[config.mk]
export PLATFORM = sky130hd
export DESIGN_NAME = ahb_req_arbiter
export DESIGN_NICKNAME = d
export VERILOG_FILES = /design/src/rtl/ahb_req_arbiter.sv
export SDC_FILE = /design/constraint.sdc
export NUM_CORES = 1
export LEC_CHECK = 0
export ABC_AREA = 1
export CAP_MARGIN = 30
export CORE_MARGIN = 5
export CORE_UTILIZATION = 35
export DETAILED_ROUTE_END_ITERATION = 6
export HOLD_SLACK_MARGIN = 0.08
export PLACE_DENSITY = 0.77
export SLEW_MARGIN = 10
export SYNTH_ARGS = -nofsm -noshare
export SYNTH_HDL_FRONTEND = slang
export SYNTH_SLANG_ARGS = --single-unit
[constraint.sdc]
create_clock -name clk -period 3.4 [get_ports clk]
set_clock_uncertainty 0.05 [all_clocks]
set_input_delay 0.34 -clock clk [delete_from_list [all_inputs] [get_ports clk]]
set_output_delay 0.34 -clock clk [all_outputs]
set_load 0.005 [all_outputs]
[src/rtl/ahb_req_arbiter.sv]
// Arbitrates the core's ifetch and data request ports onto a single AHB-Lite bus master.
// Data has priority, a starvation counter bounds how long ifetch waits, and a watchdog flags hung transfers.
module ahb_req_arbiter #(
  parameter int MAX_STARVE = 3,
  parameter int TIMEOUT    = 255
) (
  input  logic        clk,
  input  logic        rst,
  input  logic        cpu_iread,
  input  logic [31:0] cpu_iaddr,
  input  logic        cpu_dread,
  input  logic [1:0]  cpu_dwrite,
  input  logic [31:0] cpu_daddr,
  input  logic [31:0] cpu_dstore,
  output logic        cpu_ihit,
  output logic [31:0] cpu_iload,
  output logic        cpu_dhit,
  output logic [31:0] cpu_dload,
  output logic        m_iread,
  output logic [31:0] m_iaddr,
  output logic        m_dread,
  output logic [1:0]  m_dwrite,
  output logic [31:0] m_daddr,
  output logic [31:0] m_dstore,
  input  logic        m_ihit,
  input  logic [31:0] m_iload,
  input  logic        m_dhit,
  input  logic [31:0] m_dload,
  output logic        err_timeout
);

  localparam int SW = $clog2(MAX_STARVE + 2);
  localparam int WW = $clog2(TIMEOUT + 2);

  typedef enum logic [1:0] {IDLE, I_BUSY, D_BUSY} state_t;

  state_t        state, state_nx;
  logic [SW-1:0] starve_cnt;
  logic [WW-1:0] wdog;
  logic [31:0]   iaddr_q, daddr_q, dstore_q;
  logic          dread_q;
  logic [1:0]    dwrite_q;
  logic          d_req, d_win, i_win, done;

  always_comb begin
    d_req    = cpu_dread | (|cpu_dwrite);
    d_win    = 1'b0;
    i_win    = 1'b0;
    done     = 1'b0;
    state_nx = state;
    case (state)
      IDLE: begin
        d_win = d_req && (!cpu_iread || (int'(starve_cnt) < MAX_STARVE));
        i_win = !d_win && cpu_iread;
        if (d_win)
          state_nx = D_BUSY;
        else if (i_win)
          state_nx = I_BUSY;
      end
      I_BUSY: done = m_ihit;
      D_BUSY: done = m_dhit;
      default: state_nx = IDLE;
    endcase
    if (done)
      state_nx = IDLE;
  end

  always_ff @(posedge clk or posedge rst) begin
    if (rst) begin
      state       <= IDLE;
      starve_cnt  <= '0;
      wdog        <= '0;
      err_timeout <= 1'b0;
      iaddr_q     <= '0;
      daddr_q     <= '0;
      dstore_q    <= '0;
      dread_q     <= 1'b0;
      dwrite_q    <= 2'b00;
    end else begin
      state <= state_nx;
      if (d_win) begin
        daddr_q  <= cpu_daddr;
        dstore_q <= cpu_dstore;
        dread_q  <= cpu_dread;
        // A load with a store size also set is treated as a plain load
        dwrite_q <= cpu_dread ? 2'b00 : cpu_dwrite;
        if (!cpu_iread)
          starve_cnt <= '0;
        else if (int'(starve_cnt) < MAX_STARVE)
          starve_cnt <= starve_cnt + SW'(1);
      end
      if (i_win) begin
        iaddr_q    <= cpu_iaddr;
        starve_cnt <= '0;
      end
      if (state_nx == IDLE)
        wdog <= '0;
      else if (state != IDLE && wdog != WW'(TIMEOUT))
        wdog <= wdog + WW'(1);
      if (state != IDLE && wdog == WW'(TIMEOUT))
        err_timeout <= 1'b1;
    end
  end

  always_comb begin
    m_iread   = (state == I_BUSY);
    m_iaddr   = m_iread ? iaddr_q : '0;
    m_dread   = (state == D_BUSY) && dread_q;
    m_dwrite  = (state == D_BUSY) ? dwrite_q : 2'b00;
    m_daddr   = (state == D_BUSY) ? daddr_q : '0;
    m_dstore  = (state == D_BUSY) ? dstore_q : '0;
    cpu_ihit  = (state == I_BUSY) && m_ihit;
    cpu_iload = cpu_ihit ? m_iload : '0;
    cpu_dhit  = (state == D_BUSY) && m_dhit;
    cpu_dload = (cpu_dhit && dread_q) ? m_dload : '0;
  end

endmodule
==> impl_metrics.json <==
{
  "status": "completed",
  "max_slew_margin": 0.4971,
  "drive_gt1_frac": 0.04699,
  "fin_tns_setup_ns": 0,
  "gp_congestion": 0.8162,
  "nets": 1374,
  "cts_setup_buffers": 0,
  "std_cell_rows": 47,
  "rsz0062_at_grt": "no",
  "endpoint_kind": "primary output",
  "vias_per_cell": 4.317,
  "r2r_slack_ns": 1.06,
  "fin_crit_ns": 2.998,
  "synth_largest_area_cell": "dfrtp_1",
  "p_switching_w": 0.002640,
  "core_um2": 16700,
  "grt_pass1_wl_um": 30950,
  "clockPowerShare": 0.255,
  "ios": 335,
  "holdWs_ns": 0.3635,
  "wire_per_inst_um": 13.90,
  "path_class": "flop to primary output",
  "tritoncts": "yes",
  "syn_avg_cell_area_um2": 6.830,
  "drt_first_pass_iters": 5,
  "intPower_w": 0.004737,
  "critPathRequiredTime_ns": 3.01,
  "hold_buffers": 0,
  "seqPwrFrac": 0.315,
  "clockRootBuffer": "clkbuf_16",
  "r2r_start": "state[0]$_DFF_PP0_",
  "final_common_cell": "nand2_1",
  "hpwl_um": 14930,
  "clock.fmax_mhz": 333.5,
  "portBuffers": 334,
  "synth.top_cell.area_share": 0.4763,
  "critPathArrivalTime_ns": 2.61,
  "drc_errors": 0,
  "synth.area.top_cells": "dfrtp_1, nand2_1, inv_1, nor2_1, nand3_1",
  "place_area_um2": 9477,
  "r2r.worst_path.cells": 8,
  "dp_cells": 1400,
  "cts_max_level": 4,
  "power.share.switching": 0.3579,
  "area_delta_synth_final_pct": 69.17,
  "worst_pin_slew_ns": 0.7544,
  "power_frac_comb": 0.430,
  "grt_pass1_vias": 5937,
  "stdcell_count": 1433,
  "track_usage": 0.1950,
  "die_y_um": 140.8,
  "finalCritPeriodShare": 0.8818,
  "vdd_drop_max_v": 0.0004250,
  "antenna_found_initial": 0,
  "fin_area_um2": 10130,
  "critPathMaxFanout": 34,
  "die-area_um2": 19830,
  "wl_um": 19910,
  "timing.rr.end": "wdog[1]$_DFFE_PP0P_",
  "hold_violations": 0,
  "critPathLaunchType": "flop",
  "p_leak_nw": 5.664,
  "setup_viol": 0,
  "clkLatencyLatePin_ns": 0.40,
  "cts.path.max_buffers": 2,
  "hp-class": "primary input to async pin",
  "drv_cap": 0,
  "grt_max_degree": 75,
  "synth_cell_types": 28,
  "start_util": 0.3586,
  "yosysSeqAreaShare": 0.4763,
  "syn_area_um2": 5989,
  "utilization": 0.6067,
  "cts.sinks": 114,
  "diodes": 0,
  "cts_buffers": 17,
  "clk_pin_slew_ns": 0.06,
  "slew_violations": 0,
  "dieWidth_um": 140.8,
  "synth_warnings": 0,
  "ant_nets": 0,
  "syn_inst": 877,
  "cts-resized-gates": 0,
  "syn_nets": 1051,
  "ys_ff_latch": 114,
  "dr.first_iter.drc_count": 260,
  "final_cell_mix": "nand2_1, clkdlybuf4s50_1, inv_1",
  "dr_total_vias": 6186,
  "power_density_nw_per_um2": 728.2,
  "gr-total-overflow": 0
}
==> registers in the layout, summed over array words and instances (netlist names) <==
| signal | cells |
|---|---|
| daddr_q | 32 |
| dstore_q | 32 |
| iaddr_q | 32 |
| wdog | 9 |
| starve_cnt | 3 |
| dwrite_q | 2 |
| state | 2 |
| dread_q | 1 |
| err_timeout | 1 |
==> metal layers <==
metal  GRT usage  vias to the layer above  wire length (um)  part of all wire
li1            -                     3154                 -                 -
met3     0.07247                       20              1729             0.087
met2      0.3400                      233              9989              0.50
met5           0                        -                 0                 0
met4     0.04793                        0               274             0.014
met1      0.2278                     2779              7919              0.40
==> kinds of logic after synthesis <==
| group | after synthesis | share of synthesized area |
|---|---|---|
| AND/OR/NAND/NOR | 503 | 0.3328 |
| XOR/XNOR | 4 | 0.005850 |
| flip-flops | 114 | 0.4763 |
| buffers and inverters | 231 | 0.1546 |
| adder cells (fa/ha/maj) | 6 | 0.01253 |
| multiplexers | 1 | 0.001671 |
| AO/OA/AOI/OAI | 18 | 0.01630 |
==> per-stage QoR <==
step,total power (W),setup WS [ns]
2_1_floorplan,0.003975,1.625
3_3_place_gp,0.005480,0.8674
3_5_place_dp,0.005557,0.8470
4_1_cts,0.007475,0.4072
5_1_grt,0.007959,0.2255
6_report,0.007378,0.4019
==> power by group through the flow <==
stage	sequential [W]	clock (W)	combinational (W)
after floorplan	0.00224	0	0.00173
after global placement	0.00232	0	0.00316
after detailed placement	0.00233	0	0.00323
after CTS	0.00233	0.00192	0.00323
after global routing	0.00240	0.00199	0.00357
final	0.00233	0.00188	0.00317
==> worst max-delay path, stage by stage, from the launching register on <==
cell and delay (ns):
dfrtp_1 0.40, inv_1 0.10, ha_1 0.48, nand2_2 0.48, nor2_1 0.23, clkdlybuf4s50_1 0.52
==> Yosys cell counts (all sizes together) <==
master  count
dfrtp     114
ha          6
o21a        1
mux2i       1
a21oi      10
clkbuf     13
nand4       5
xor2        3
o21bai      1
buf        28
nor2       70
nand2     387
nor4        1
a21boi      1
nand3      40
xnor2       1
inv       190
o21ai       5
==> worst max path at each step <==
stage | startpoint | to | slack (ns) | cells after the start
finish | state[1]$_DFF_PP0_ | cpu_iload[23] | 0.40 | 5
global route | state[1]$_DFF_PP0_ | cpu_iload[3] | 0.23 | 5
CTS | state[0]$_DFF_PP0_ | cpu_dhit | 0.41 | 6
detailed placement | state[0]$_DFF_PP0_ | cpu_dhit | 0.85 | 6
global placement | state[0]$_DFF_PP0_ | cpu_dhit | 0.87 | 6
floorplan | rst | daddr_q[0]$_DFFE_PP0P_ | 1.62 | 1
==> layout make-up <==
class                           count  area (um2)
Sequential cell                   114        2853
Clock buffer                       19       442.9
Tap cell                          220       275.3
Fill cell                        1504        6569
Multi-Input combinational cell    532        2213
Clock inverter                     13       185.2
Inverter                          190       716.9
Timing Repair Buffer              345        3446
Note: power is estimated with default switching activity, not from simulation.
